--- src/rtl/gate_truth_sequencer_pkg.sv ---
// Shared types and reference truth tables for the 2-input gate check sequencers.
package gate_tb_pkg;

  typedef enum logic [1:0] {
    ST_IDLE  = 2'd0,
    ST_DRIVE = 2'd1,
    ST_DONE  = 2'd2
  } state_e;

  typedef logic [1:0] vec_t;

  // Bit index is {A,B}, so bit 0 is the response to A=0,B=0.
  localparam logic [3:0] TT_NOR  = 4'b0001;
  localparam logic [3:0] TT_NAND = 4'b0111;
  localparam logic [3:0] TT_AND  = 4'b1000;
  localparam logic [3:0] TT_OR   = 4'b1110;
  localparam logic [3:0] TT_XOR  = 4'b0110;
  localparam logic [3:0] TT_XNOR = 4'b1001;

  function automatic logic tt_lookup(input logic [3:0] tt, input vec_t v);
    return tt[v];
  endfunction

endpackage

--- src/rtl/gate_truth_sequencer_if.sv ---
// Stimulus/response and verdict bundle between a gate sequencer and its gate/host.
interface gate_truth_sequencer_if #(parameter int ERR_W = 4);
  logic             start;
  logic             A;
  logic             B;
  logic             Out;
  logic             busy;
  logic             done;
  logic             pass;
  logic [ERR_W-1:0] err_count;
  logic [1:0]       first_err_vec;
  logic             first_err_valid;

  modport master (
    input  start, Out,
    output A, B, busy, done, pass, err_count, first_err_vec, first_err_valid
  );

  modport slave (
    output start, Out,
    input  A, B, busy, done, pass, err_count, first_err_vec, first_err_valid
  );
endinterface

--- src/rtl/gate_truth_sequencer_hold_timer.sv ---
// Down-counter from HOLD_CYCLES-1; expire_o marks the last cycle of each hold window
// and the counter reloads itself on that cycle so windows run back to back.
module hold_timer #(
  parameter int HOLD_CYCLES = 5
) (
  input  logic clk,
  input  logic rst,
  input  logic load_i,
  input  logic en_i,
  output logic expire_o
);
  localparam int CW = (HOLD_CYCLES > 1) ? $clog2(HOLD_CYCLES) : 1;
  localparam logic [CW-1:0] RELOAD = CW'(HOLD_CYCLES - 1);

  logic [CW-1:0] cnt_q, cnt_d;

  assign expire_o = en_i && (cnt_q == '0);

  always_comb begin
    cnt_d = cnt_q;
    if (load_i || expire_o) begin
      cnt_d = RELOAD;
    end else if (en_i) begin
      cnt_d = cnt_q - CW'(1);
    end
  end

  always_ff @(posedge clk) begin
    if (rst) begin
      cnt_q <= RELOAD;
    end else begin
      cnt_q <= cnt_d;
    end
  end
endmodule

--- src/rtl/gate_truth_sequencer.sv ---
// Sweeps {A,B} through 00..11 for PASSES passes, holding each vector HOLD_CYCLES cycles,
// and checks the gate response against TRUTH at the end of every hold window.
module gate_truth_sequencer
  import gate_tb_pkg::*;
#(
  parameter int         HOLD_CYCLES = 5,
  parameter logic [3:0] TRUTH       = TT_NOR,
  parameter int         PASSES      = 2,
  parameter int         ERR_W       = 4
) (
  input  logic                   clk,
  input  logic                   rst,
  gate_truth_sequencer_if.master bus
);
  localparam int PW = (PASSES > 1) ? $clog2(PASSES) : 1;

  state_e           state_q, state_d;
  vec_t             vec_q, vec_d;
  logic [PW-1:0]    pcnt_q, pcnt_d;
  logic [ERR_W-1:0] err_q, err_d;
  logic             pass_q, pass_d;
  vec_t             fev_q, fev_d;
  logic             fv_q, fv_d;

  logic start_acc;
  logic expire;
  logic mismatch;
  logic last_vec;

  assign start_acc = (state_q == ST_IDLE) && bus.start;
  assign mismatch  = expire && (bus.Out != tt_lookup(TRUTH, vec_q));
  assign last_vec  = expire && (vec_q == 2'b11) && (pcnt_q == PW'(PASSES - 1));

  hold_timer #(.HOLD_CYCLES(HOLD_CYCLES)) u_hold_timer (
    .clk      (clk),
    .rst      (rst),
    .load_i   (start_acc),
    .en_i     (state_q == ST_DRIVE),
    .expire_o (expire)
  );

  always_ff @(posedge clk) begin
    if (rst) begin
      state_q <= ST_IDLE;
    end else begin
      state_q <= state_d;
    end
  end

  always_comb begin
    state_d = state_q;
    unique case (state_q)
      ST_IDLE:  if (bus.start) state_d = ST_DRIVE;
      ST_DRIVE: if (last_vec)  state_d = ST_DONE;
      ST_DONE:  state_d = ST_IDLE;
      default:  state_d = ST_IDLE;
    endcase
  end

  always_comb begin
    bus.busy            = (state_q == ST_DRIVE);
    bus.done            = (state_q == ST_DONE);
    bus.A               = vec_q[1];
    bus.B               = vec_q[0];
    bus.pass            = pass_q;
    bus.err_count       = err_q;
    bus.first_err_vec   = fev_q;
    bus.first_err_valid = fv_q;
  end

  // The vector wraps to 00 after the final sample, so A/B read 0 in DONE and IDLE.
  always_comb begin
    vec_d  = vec_q;
    pcnt_d = pcnt_q;
    err_d  = err_q;
    pass_d = pass_q;
    fev_d  = fev_q;
    fv_d   = fv_q;
    if (start_acc) begin
      vec_d  = '0;
      pcnt_d = '0;
      err_d  = '0;
      pass_d = 1'b0;
      fv_d   = 1'b0;
    end else if (expire) begin
      vec_d = vec_q + 2'd1;
      if (vec_q == 2'b11) begin
        pcnt_d = pcnt_q + PW'(1);
      end
      if (mismatch) begin
        if (err_q != '1) begin
          err_d = err_q + ERR_W'(1);
        end
        if (!fv_q) begin
          fv_d  = 1'b1;
          fev_d = vec_q;
        end
      end
      // Saturation only ever holds a nonzero count, so a zero test stays exact.
      if (last_vec) begin
        pcnt_d = '0;
        pass_d = (err_d == '0);
      end
    end
  end

  always_ff @(posedge clk) begin
    if (rst) begin
      vec_q  <= '0;
      pcnt_q <= '0;
      err_q  <= '0;
      pass_q <= 1'b0;
      fev_q  <= '0;
      fv_q   <= 1'b0;
    end else begin
      vec_q  <= vec_d;
      pcnt_q <= pcnt_d;
      err_q  <= err_d;
      pass_q <= pass_d;
      fev_q  <= fev_d;
      fv_q   <= fv_d;
    end
  end
endmodule

--- src/flat_wrapper.sv ---
// flat-port wrapper written by rule: the top's interface ports become plain ports
module gate_truth_sequencer_flat import gate_tb_pkg::*;
#(
  parameter int         HOLD_CYCLES = 5,
  parameter logic [3:0] TRUTH       = TT_NOR,
  parameter int         PASSES      = 2,
  parameter int         ERR_W       = 4
)
  (clk, rst, bus_start, bus_Out, bus_A, bus_B, bus_busy, bus_done, bus_pass, bus_err_count, bus_first_err_vec, bus_first_err_valid);
  gate_truth_sequencer_if #(.ERR_W(ERR_W)) bus_i ();
  input  logic clk;
  input  logic rst;
  input wire logic [$bits(bus_i.start)-1:0] bus_start;
  input wire logic [$bits(bus_i.Out)-1:0] bus_Out;
  output wire logic [$bits(bus_i.A)-1:0] bus_A;
  output wire logic [$bits(bus_i.B)-1:0] bus_B;
  output wire logic [$bits(bus_i.busy)-1:0] bus_busy;
  output wire logic [$bits(bus_i.done)-1:0] bus_done;
  output wire logic [$bits(bus_i.pass)-1:0] bus_pass;
  output wire logic [$bits(bus_i.err_count)-1:0] bus_err_count;
  output wire logic [$bits(bus_i.first_err_vec)-1:0] bus_first_err_vec;
  output wire logic [$bits(bus_i.first_err_valid)-1:0] bus_first_err_valid;
  assign bus_i.start = bus_start;
  assign bus_i.Out = bus_Out;
  assign bus_A = bus_i.A;
  assign bus_B = bus_i.B;
  assign bus_busy = bus_i.busy;
  assign bus_done = bus_i.done;
  assign bus_pass = bus_i.pass;
  assign bus_err_count = bus_i.err_count;
  assign bus_first_err_vec = bus_i.first_err_vec;
  assign bus_first_err_valid = bus_i.first_err_valid;
  gate_truth_sequencer #(.HOLD_CYCLES(HOLD_CYCLES), .TRUTH(TRUTH), .PASSES(PASSES), .ERR_W(ERR_W)) u_core (.clk(clk), .rst(rst), .bus(bus_i));
endmodule
--- config.mk ---
export PLATFORM = sky130hd
export DESIGN_NAME = gate_truth_sequencer_flat
export DESIGN_NICKNAME = d
export VERILOG_FILES = /design/src/rtl/gate_truth_sequencer_pkg.sv /design/src/rtl/gate_truth_sequencer_if.sv /design/src/rtl/gate_truth_sequencer_hold_timer.sv /design/src/rtl/gate_truth_sequencer.sv /design/src/flat_wrapper.sv
export SDC_FILE = /design/constraint.sdc
export NUM_CORES = 1
export LEC_CHECK = 0
export ABC_AREA = 1
export CORE_MARGIN = 1.5
export CORE_UTILIZATION = 52
export CTS_BUF_LIST = sky130_fd_sc_hd__clkbuf_4 sky130_fd_sc_hd__clkbuf_8
export DETAILED_ROUTE_END_ITERATION = 7
export DONT_BUFFER_PORTS = 1
export PLACE_DENSITY = 0.8
export SLEW_MARGIN = 10
export SYNTH_ARGS = -nofsm -noshare
export SYNTH_HDL_FRONTEND = slang
export SYNTH_SLANG_ARGS = --single-unit
--- constraint.sdc ---
create_clock -name clk -period 1.3 [get_ports clk]
set_input_delay 0.195 -clock clk [delete_from_list [all_inputs] [get_ports clk]]
set_output_delay 0.195 -clock clk [all_outputs]
set_load 0.005 [all_outputs]
==> run summary, run 1 <==
Status: finished with violations
Failing checks: setup timing
# fillers: 107
Number of DRC markers in iteration 0: 42
DR DRC count: 0
Gr busiest metal: met2
Final Setup Violations: 3
I/O pins: 16
HPWL Detailed: 1450 um
CTS H-tree lvls: 1
Flop2flop setup slack: -100 ps
Vias in the first global route: 833
Hold EP: u_core.u_hold_timer.cnt_q[2]$_SDFFE_PP1N_
VDD IR max: 0.675 mV
Met3 Use GR: 8.33%
Starting Density: 56.4%
RSZ-0062 raised after global routing: yes
Final-stage net count: 157
Leak: 0.551 nW
Met2 usage: 41.5%
Clk buf depth: 2
Layout cells sized above 1: 43.2%
Min-delay worst type: in -> reg
Area Growth Syn to Fin: 36.1%
Pwr/cell area: 832 nW/um^2
Period utilization: 108%
Most common cell after layout, fill and taps aside: nand2_1
Post-synth ARST share: 0%
Post-synth EDFFs: 0
DRT Wirelength: 2330 um
Sequential cell area: 329 um^2
Startpoint types: flip-flop
Seq pwr share: 51.6%
Switching Fraction: 26.7%
Vias per inst: 5.20
PortBufs: 0
Fin worst setup slack: -98.0 ps
Syn nets: 131
Reg clk slew, reported paths: 100 ps
Clock power share: 35.0%
Via total after detailed routing: 842
Drt pass-1 iters: 4
GP Congestion: 0.917
First-pass GRT wire length: 3590 um
Detail Route Antenna Nets: 0
GRT Total Usage: 26.1%
Wire length per cell: 14.4 um
Multiplexer area fraction after synthesis: 0%
Synthesized area per cell: 7.19 um^2
Crit. End Element: flip-flop
Synthesized-area fraction occupied by and/or/nand/nor cells: 36.7%
Worst-Margin Slew: 260 ps
Clock sinks: 16
Post-Synth Adder-Cell Area: 8.63%
Sw Pwr: 0.000263 W
Congestion Overflow GR: 0
Final Max Tran Viols: 0
Multi-input gate area: 567 um^2
Worst skew pair latency: 300 ps
Synth warnings: 0
Post-synthesis sequential area ratio: 36.8%
Die Wd: 43.9 um
Initial antenna violation count: 0
Clock Tree Root: clkbuf_4
Worst Setup Path Type: reg -> reg
Req. time, crit path: 1540 ps
Rel. slew slack: 82.7%
CTS tree: done
Power after layout: 0.000985 W
Period minus WS final: 1400 ps
Main synth FF type: dfxtp_1
Final core utilization: 76.8%
Final TNS setup: -148 ps
N_diodes: 0
Min-delay src: rst
CP max FO: 4
Row count: 14
Synth Area in XOR/XNOR: 2.01%
Largest net degree at the start of global routing: 10
Reg2Reg Launch Point: u_core.bus.err_count[1]$_SDFFE_PP0P_
Crit path arrival time: 1640 ps
Max Freq: 715 MHz
Int Power: 0.000723 W
Number of library cell types mapped by synthesis: 17
Largest family of logic cells by synthesized area: simple AND/OR/NAND/NOR gates
Total core area: 1540 um^2
Maxcap violations: 0
WHS Path Cells: 2
Clk_skew: 4.98 ps
Fin. Hold Viols: 0
Die Span Y: 43.9 um
Synthesized cell area: 870 um^2
M1 GR Usage: 31.7%
Commonest cells after routing, fill and taps aside: nand2_1, buf_4, dfxtp_1
Combinational share of power: 13.3%
Compound-Gate Fraction of Synth Area: 8.49%
Seq cells post-synth: 16
Die area: 1930 um^2
Synth Instances: 121
TritonCTS Buffers: 3
R2R depth: 10
Worst R2R End: u_core.bus.pass$_SDFFE_PP0P_
Final hold slack: 36.8 ps
registers in the layout, indices dropped and copies added (netlist names):
| signal | count |
|---|---|
| u_core.bus.pass | 1 |
| u_core.bus.err_count | 4 |
| u_core.vec_q | 2 |
| u_core.pcnt_q | 1 |
| u_core.state_q | 2 |
| u_core.u_hold_timer.cnt_q | 3 |
| u_core.bus.first_err_vec | 2 |
| u_core.bus.first_err_valid | 1 |
area by class of cell:
| class | count | area share [%] |
|---|---|---|
| clock buffer | 4 | 3.07 |
| inverter | 17 | 5.39 |
| multi-input combinational | 88 | 47.9 |
| sequential | 16 | 27.8 |
| tap | 16 | 1.69 |
| timing repair buffer | 21 | 14.2 |
power groups by stage:
| stage | sequential (W) | clock (W) | combinational, W |
|---|---|---|---|
| after floorplan | 0.000519 | 0 | 0.0000850 |
| after global placement | 0.000519 | 0 | 0.000108 |
| after detailed placement | 0.000519 | 0 | 0.000112 |
| after CTS | 0.000508 | 0.000344 | 0.000122 |
| after global routing | 0.000510 | 0.000369 | 0.000143 |
| final | 0.000508 | 0.000345 | 0.000132 |
cells by family after synthesis:
family                     count (synthesis)
DFF                                       16
adders and majority gates                  6
and+or+nand+nor                           66
xor gates and xnor gates                   2
buffers and inverters                     17
AOI/OAI and AO/OA                         14
Yosys cell counts (2+ instances only):
library cell,number,share of area [%]
a21oi_1,11,6.3
dfxtp_1,16,37
ha_1,6,8.6
inv_1,15,6.5
inv_2,2,0.86
nand2_1,37,16
nand2_2,2,1.4
nand2_4,3,3.9
nand3_1,8,4.6
nand4_1,3,2.2
nor2_1,10,4.3
o21ai_0,2,1.2
xor2_1,2,2.0
critical path, stage by stage (launching register included):
cell     delay (ps)
dfxtp_1         340
ha_2            190
buf_4           120
inv_1            40
nand2_1          60
nand3_1         110
nand2_2          90
nand2_1          70
nor2_2          120
nand2_1          80
a21oi_2         120
timing repair:
item | 4_1_cts | 5_1_grt
gates resized for setup | 11 | 9
setup endpoints to repair | 6 | 9
pin swaps | 12 | 5
setup buffers | 3 | 2
endpoints found under the hold margin | 4 | 0
hold buffers | 1 | 0
how the worst max path moves through the flow:
stage,depth (start not counted),from,slack (ps),to
after floorplan,11,u_core.vec_q[0]$_SDFFE_PP0P_,10,u_core.bus.pass$_SDFFE_PP0P_
after global placement,11,u_core.vec_q[0]$_SDFFE_PP0P_,-20,u_core.bus.pass$_SDFFE_PP0P_
after detailed placement,11,u_core.vec_q[0]$_SDFFE_PP0P_,-60,u_core.bus.pass$_SDFFE_PP0P_
after CTS,10,u_core.u_hold_timer.cnt_q[0]$_SDFFE_PP0N_,-10,u_core.bus.pass$_SDFFE_PP0P_
after global routing,10,u_core.bus.err_count[1]$_SDFFE_PP0P_,-200,u_core.bus.pass$_SDFFE_PP0P_
final,10,u_core.bus.err_count[1]$_SDFFE_PP0P_,-100,u_core.bus.pass$_SDFFE_PP0P_
per-layer routing:
metal	part of all wire (%)	vias to the layer above
met5	0	-
met4	2.1	0
met3	6.8	5
met2	48	37
met1	43	371
li1	-	429
metrics by stage:
step	instance area, um^2	std cells	worst slack, ps
2_1_floorplan	905	121	10.8
3_3_place_gp	1040	152	-15.1
3_5_place_dp	1040	152	-64.0
4_1_cts	1140	160	-10.5
5_1_grt	1180	162	-204
6_report	1180	162	-98.0
No activity file was read; power rests on OpenSTA's default activity.
==> run 2, diff against run 1 <==
--- a/config.mk
+++ b/config.mk
@@ -6,12 +6,14 @@
 export NUM_CORES = 1
 export LEC_CHECK = 0
 export ABC_AREA = 1
+export CELL_PAD_IN_SITES_DETAIL_PLACEMENT = 2
+export CELL_PAD_IN_SITES_GLOBAL_PLACEMENT = 2
 export CORE_MARGIN = 1.5
-export CORE_UTILIZATION = 52
+export CORE_UTILIZATION = 32
 export CTS_BUF_LIST = sky130_fd_sc_hd__clkbuf_4 sky130_fd_sc_hd__clkbuf_8
 export DETAILED_ROUTE_END_ITERATION = 7
 export DONT_BUFFER_PORTS = 1
-export PLACE_DENSITY = 0.8
+export PLACE_DENSITY = 0.86
 export SLEW_MARGIN = 10
 export SYNTH_ARGS = -nofsm -noshare
 export SYNTH_HDL_FRONTEND = slang
==> run 2 against run 1 <==
The flow still finishes with violations (setup timing). Global-route usage increased by 5.3 points. Critical path depth decreased by 2. Wire length increased by 130%. Utilization decreased by 18 points. Hold slack got worse by 0.67 ps. Setup slack got worse by 300 ps. Flip-flop and latch count unchanged. Count of clock-buffer cells in the layout unchanged. Clock power increased by 10%. Die area increased by 58%. Register-to-register slack got worse by 300 ps. Largest cell class unchanged. Highest routed layer unchanged.
==> run summary, run 2 (same netlist as run 1, synthesis figures left out) <==
Initial antenna violation count: 0 (unchanged)
Drt pass-1 iters: 4 (unchanged)
Final Setup Violations: 15 (+12)
Combinational share of power: 20.0% (+6.7 points)
Sw Pwr: 0.000351 W (+34%)
Switching Fraction: 31.6% (+5.0 points)
Clock power share: 34.2% (-0.8 points)
CP max FO: 6 (+2)
Startpoint types: flip-flop
Die Span Y: 55.1 um (+26%)
Final core utilization: 58.6% (-18 points)
Seq pwr share: 45.8% (-5.8 points)
Starting Density: 34.5% (-22 points)
Max Freq: 589 MHz (-18%)
Commonest cells after routing, fill and taps aside: buf_4, nand2_1, nand2_2
Rel. slew slack: 74.6% (-8.1 points)
Failing checks: setup timing
Final Max Tran Viols: 0 (unchanged)
Die Wd: 55.1 um (+26%)
Via total after detailed routing: 1040 (+24%)
Max reg flops: 4 (unchanged)
Worst-path cell chain: nand3_2 > nand2_1 > nand2_1 > nand2_2 > nand2_1 > nor2_2 > nand2_2 > a21oi_2
Pwr/cell area: 750 nW/um^2 (-9.9%)
Wire length per cell: 28.2 um (+97%)
Largest net degree at the start of global routing: 10 (unchanged)
Clock Tree Root: clkbuf_4
TritonCTS Buffers: 3 (unchanged)
Most common cell type on the critical path: nand2_1
Min-delay worst type: in -> reg
Clock sinks: 16 (unchanged)
CP max-delay cell: dfxtp_1
Fin. Hold Viols: 0 (unchanged)
Int Power: 0.000759 W (+5.0%)
Reg clk slew, reported paths: 110 ps (about the same)
Area Growth Syn to Fin: 70.1%
Clk_skew: 1.22 ps (-3.76 ps)
Number of DRC markers in iteration 0: 22 (-48%)
Pre-CTS setup slack: -267 ps (-203 ps)
Vias in the first global route: 1127 (+35%)
Period utilization: 130% (+23 points)
Period minus WS final: 1700 ps (+298 ps)
# fillers: 245 (+130%)
I/O pins: 16 (unchanged)
PortBufs: 0 (unchanged)
First-pass GRT wire length: 6150 um (+72%)
Power after layout: 0.00111 W (+13%)
Fin worst setup slack: -396 ps (-298 ps)
Status: finished with violations
Layout cells sized above 1: 66.5% (+23 points)
Req. time, crit path: 1560 ps (+20 ps)
Worst Setup Path Type: reg -> reg
RSZ-0062 raised after global routing: yes
N_diodes: 0 (unchanged)
Final-stage net count: 169 (+7.6%)
CTS H-tree lvls: 1 (unchanged)
DRT Wirelength: 5310 um (+130%)
CP peak stage delay: 540 ps (+200 ps)
CTS tree: done
DR DRC count: 0 (unchanged)
GRT Total Usage: 31.4% (+5.3 points)
Leak: 0.644 nW (+17%)
Worst skew pair latency: 330 ps (+30 ps)
Detail Route Antenna Nets: 0 (unchanged)
Total core area: 2520 um^2 (+64%)
Worst-Margin Slew: 378 ps (+118 ps)
Row count: 18 (+4)
Die area: 3040 um^2 (+58%)
GP Congestion: 0.718 (-22%)
VDD IR max: 0.822 mV (+22%)
Crit. End Element: flip-flop
Crit path arrival time: 1960 ps (+320 ps)
Maxcap violations: 0 (unchanged)
Clk buf depth: 2 (unchanged)
Vias per inst: 5.53 (+6.4%)
Most common cell after layout, fill and taps aside: buf_4
HPWL Detailed: 2370 um (+63%)
Congestion Overflow GR: 0 (unchanged)
## run 2: layer usage
| layer | up-vias | GRT usage (%) | routed length [um] |
|---|---|---|---|
| met1 | 501 | 33.2 | 2010 |
| met5 | - | 0 | 0 |
| met2 | 58 | 54.2 | 2570 |
| met4 | 0 | 19.1 | 348 |
| met3 | 27 | 9.95 | 382 |
| li1 | 454 | - | - |
## run 2: worst max-delay path: cells and delay by family, from the launching register on
kind / cells / cell delay, ps
flops: 1 / 540
simple gates: 7 / 930
compound gates: 1 / 160
## run 2: timing repair
item | 4_1_cts | 5_1_grt
endpoints found under the setup margin | 10 | 16
setup buffers | 8 | 9
pin swaps | 17 | 15
hold endpoints to repair | 4 | 0
hold buffers | 1 | 0
gates resized for setup | 29 | 45
## run 2: area by class of cell
class	count	area, um^2	share of cell area, %
clock buffers	4	36.3	2.45
inverters	17	80.1	5.41
flip-flops and latches	16	339	22.9
repair buffers	33	280	19.0
well taps	30	37.5	2.54
multi-input cells	88	706	47.7
## run 2: per-stage QoR
step | setup TNS, ps | cell area (um^2) | std cells | hold slack [ps]
finish | -2010 | 1480 | 188 | 36.1
global route | -2510 | 1480 | 188 | 36.1
CTS | -314 | 1270 | 181 | 70.4
detailed placement | -569 | 1080 | 169 | 269
global placement | -62.8 | 1080 | 169 | 266
floorplan | 0 | 905 | 121 | 264
## run 2: path summary, 6_finish.rpt
kind                                                             endpoint                                      start  slack (ps)  cells past startpoint
worst max-delay path                         u_core.bus.pass$_SDFFE_PP0P_       u_core.bus.err_count[2]$_SDFFE_PP0P_        -400                      8
worst min-delay path                       u_core.state_q[0]$_SDFFE_PP0P_                                  bus_start          40                      2
worst max register to register               u_core.bus.pass$_SDFFE_PP0P_       u_core.bus.err_count[2]$_SDFFE_PP0P_        -400                      8
worst min register to register  u_core.u_hold_timer.cnt_q[1]$_SDFFE_PP0N_  u_core.u_hold_timer.cnt_q[1]$_SDFFE_PP0N_         540                      2
## run 2: power groups by stage
stage               Combinational [W]  Clock (W)  Sequential (W)
floorplan                   0.0000850          0        0.000519
global placement             0.000114          0        0.000519
detailed placement           0.000125          0        0.000521
CTS                          0.000147   0.000359        0.000510
global route                 0.000228   0.000388        0.000509
finish                       0.000222   0.000380        0.000508
==> run 3, diff against run 2 <==
--- a/config.mk
+++ b/config.mk
@@ -13,8 +13,10 @@
 export CTS_BUF_LIST = sky130_fd_sc_hd__clkbuf_4 sky130_fd_sc_hd__clkbuf_8
 export DETAILED_ROUTE_END_ITERATION = 7
 export DONT_BUFFER_PORTS = 1
+export HOLD_SLACK_MARGIN = 0.15
 export PLACE_DENSITY = 0.86
 export SLEW_MARGIN = 10
 export SYNTH_ARGS = -nofsm -noshare
 export SYNTH_HDL_FRONTEND = slang
+export SYNTH_HIERARCHICAL = 1
 export SYNTH_SLANG_ARGS = --single-unit
==> run 3 against run 2 <==
Critical path type unchanged. Non-clock buffer count down 2. Largest power group unchanged. Power up 1.1%. The run still ends with setup timing left. Setup slack better by 110 ps. Sequential power up 2%. Die area up 0.40%. Largest cell class unchanged. Hold slack better by 190 ps.
==> run summary, run 3 <==
Min-delay src: rst
CTS tree: done
Top cell type's share of synthesized area: 36.7% (-0.16 points)
Post-Synth Adder-Cell Area: 7.16% (-1.5 points)
First-pass GRT wire length: 5860 um (-4.8%)
GRT Total Usage: 25.0% (-6.5 points)
Most common cell after layout, fill and taps aside: buf_4
Largest family of logic cells by synthesized area: simple AND/OR/NAND/NOR gates
TritonCTS Buffers: 3 (unchanged)
Worst-Margin Slew: 289 ps (-88.1 ps)
Most common cell in the netlist: nand2_1
Final hold slack: 225 ps (+189 ps)
Vias in the first global route: 1096 (-2.8%)
Seq cells post-synth: 16 (unchanged)
Failing checks: setup timing
Worst skew pair latency: 300 ps (-30 ps)
Power after layout: 0.00112 W (+1.1%)
Pwr/cell area: 885 nW/um^2 (+18%)
Row count: 18 (unchanged)
RSZ-0062 raised after global routing: yes
Most instantiated cells after synthesis: nand2_1, inv_1, dfxtp_1
CTS H-tree lvls: 1 (unchanged)
DR DRC count: 0 (unchanged)
Die Span Y: 55.2 um (+0.20%)
Synth warnings: 6 (+6)
Fin worst setup slack: -288 ps (+108 ps)
Final-stage net count: 169 (unchanged)
Largest net degree at the start of global routing: 10 (unchanged)
Wire length per cell: 18.9 um (-33%)
Post-synth ARST share: 0% (unchanged)
Syn nets: 134 (+2.3%)
Die Wd: 55.2 um (+0.20%)
Reg clk slew, reported paths: 110 ps (about the same)
# fillers: 303 (+24%)
Via total after detailed routing: 933 (-10%)
Rel. slew slack: 80.6% (+6.1 points)
Max Freq: 630 MHz (+6.8%)
I/O pins: 16 (unchanged)
Startpoint types: flip-flop
Critical path origin: u_core/u_hold_timer/cnt_q[1]$_SDFFE_PP0P_
Synthesized-area fraction occupied by and/or/nand/nor cells: 33.5% (-3.2 points)
Post-route cell area: 1270 um^2 (-14%)
Main area contributors after synthesis: dfxtp_1, nand2_1, inv_1, ha_1, nor2_1
Max reg flops: 4 (unchanged)
Post-synthesis sequential area ratio: 36.7% (-0.16 points)
Clk_skew: 11.1 ps (+9.93 ps)
VDD IR max: 0.591 mV (-28%)
Starting Density: 34.6% (+0.15 points)
Synth Instances: 125 (+3.3%)
Flop2flop setup slack: -290 ps (+110 ps)
Die area: 3050 um^2 (+0.40%)
Reg2Reg Launch Point: u_core/u_hold_timer/cnt_q[1]$_SDFFE_PP0P_
Clock Tree Root: clkbuf_4
Commonest cells after routing, fill and taps aside: buf_4, nand2_1, inv_1
GP Congestion: 0.842 (+17%)
DRT Wirelength: 3560 um (-33%)
Leak: 0.584 nW (-9.3%)
R2R depth: 12 (+4)
Layout cells sized above 1: 43.4% (-23 points)
Period utilization: 122% (-8.3 points)
Multiplexer area fraction after synthesis: 0% (unchanged)
Crit path arrival time: 1830 ps (-130 ps)
Detail Route Antenna Nets: 0 (unchanged)
Pre-CTS setup slack: -349 ps (-82.2 ps)
Total core area: 2520 um^2 (unchanged)
HPWL Detailed: 2390 um (+0.61%)
Number of library cell types mapped by synthesis: 19 (+2)
Period minus WS final: 1590 ps (-108 ps)
Status: finished with violations
Vias per inst: 4.94 (-11%)
Number of DRC markers in iteration 0: 7 (-68%)
Congestion Overflow GR: 0 (unchanged)
Dominant cell type by area after synthesis: dfxtp_1
Post-synth EDFFs: 0 (unchanged)
Final Setup Violations: 13 (-2)
Final core utilization: 50.2% (-8.4 points)
Min-delay worst type: in -> reg
Worst Setup Path Type: reg -> reg
Clock sinks: 16 (unchanged)
Area Growth Syn to Fin: 45.1%
Compound-Gate Fraction of Synth Area: 8.17% (-0.32 points)
Clk buf depth: 2 (unchanged)
CP max FO: 6 (unchanged)
Drt pass-1 iters: 3 (-1)
Synthesized area per cell: 6.99 um^2 (-2.8%)
Initial antenna violation count: 0 (unchanged)
Crit. End Element: flip-flop
Fin. Hold Viols: 0 (unchanged)
Req. time, crit path: 1550 ps (about the same)
Synth Area in XOR/XNOR: 2.01% (-0.0087 points)
PortBufs: 0 (unchanged)
WHS Path Cells: 4 (+2)
Placed Area: 1070 um^2 (-1.0%)
Final Max Tran Viols: 0 (unchanged)
Synthesized cell area: 873 um^2 (+0.43%)
Main synth FF type: dfxtp_1
Maxcap violations: 0 (unchanged)
N_diodes: 0 (unchanged)
run 3: worst paths after layout:
kind / to
worst min register to register: u_core/pcnt_q$_SDFFE_PP0P_
worst min-delay path: u_core/pcnt_q$_SDFFE_PP0P_
worst max register to register: u_core/bus.pass$_SDFFE_PP0P_
worst max-delay path: u_core/bus.pass$_SDFFE_PP0P_
run 3: layer usage:
metal  vias to the layer above  track usage (%)  wire, um
met5                         -                0         0
li1                        448                -         -
met2                        13             47.1      1910
met3                         4             4.92        79
met1                       468             29.2      1550
met4                         0             4.18        27
run 3: kinds of logic after synthesis:
group,Yosys count
adders and majority gates,5
xor gates and xnor gates,2
and+or+nand+nor,61
DFF,16
AOI/OAI and AO/OA,14
buffers and inverters,27
run 3: stage by stage:
stage / cells / TNS [ps]
2_1_floorplan: 125 / -338
3_3_place_gp: 174 / -784
3_5_place_dp: 174 / -2500
4_1_cts: 186 / -2040
5_1_grt: 189 / -3040
6_report: 189 / -1960
run 3: power breakdown:
part | switching (W) | leakage, nW | internal, W
Combinational | 0.000141 | 0.432 | 0.000115
Sequential | 0.0000132 | 0.131 | 0.000507
Clock | 0.000174 | 0.0210 | 0.000171
Total | 0.000328 | 0.584 | 0.000793
run 3: critical path: stages (launching register included):
cell	delay, ps
dfxtp_2	350
inv_2	70
ha_4	150
nand2_4	50
nor2_4	110
nand2_2	90
nor2_4	180
inv_2	100
nand2_2	90
nand2_2	70
nor2_4	110
nand3_2	80
nand2_1	90
run 3: cell type report:
class	instances	area [um^2]	share of cell area, %
multi-input cells	82	529	41.8
flip-flops and latches	16	324	25.6
repair buffers	31	243	19.2
inverters	26	97.6	7.70
well taps	30	37.5	2.96
clock buffers	4	36.3	2.86
run 3: what timing repair did:
item | CTS | global route
setup endpoints to repair | 12 | 14
hold endpoints to repair | 6 | 0
buffers inserted | 7 | 3
pin swaps | 12 | 8
resized for setup | 16 | 9
hold buffers | 1 | 0
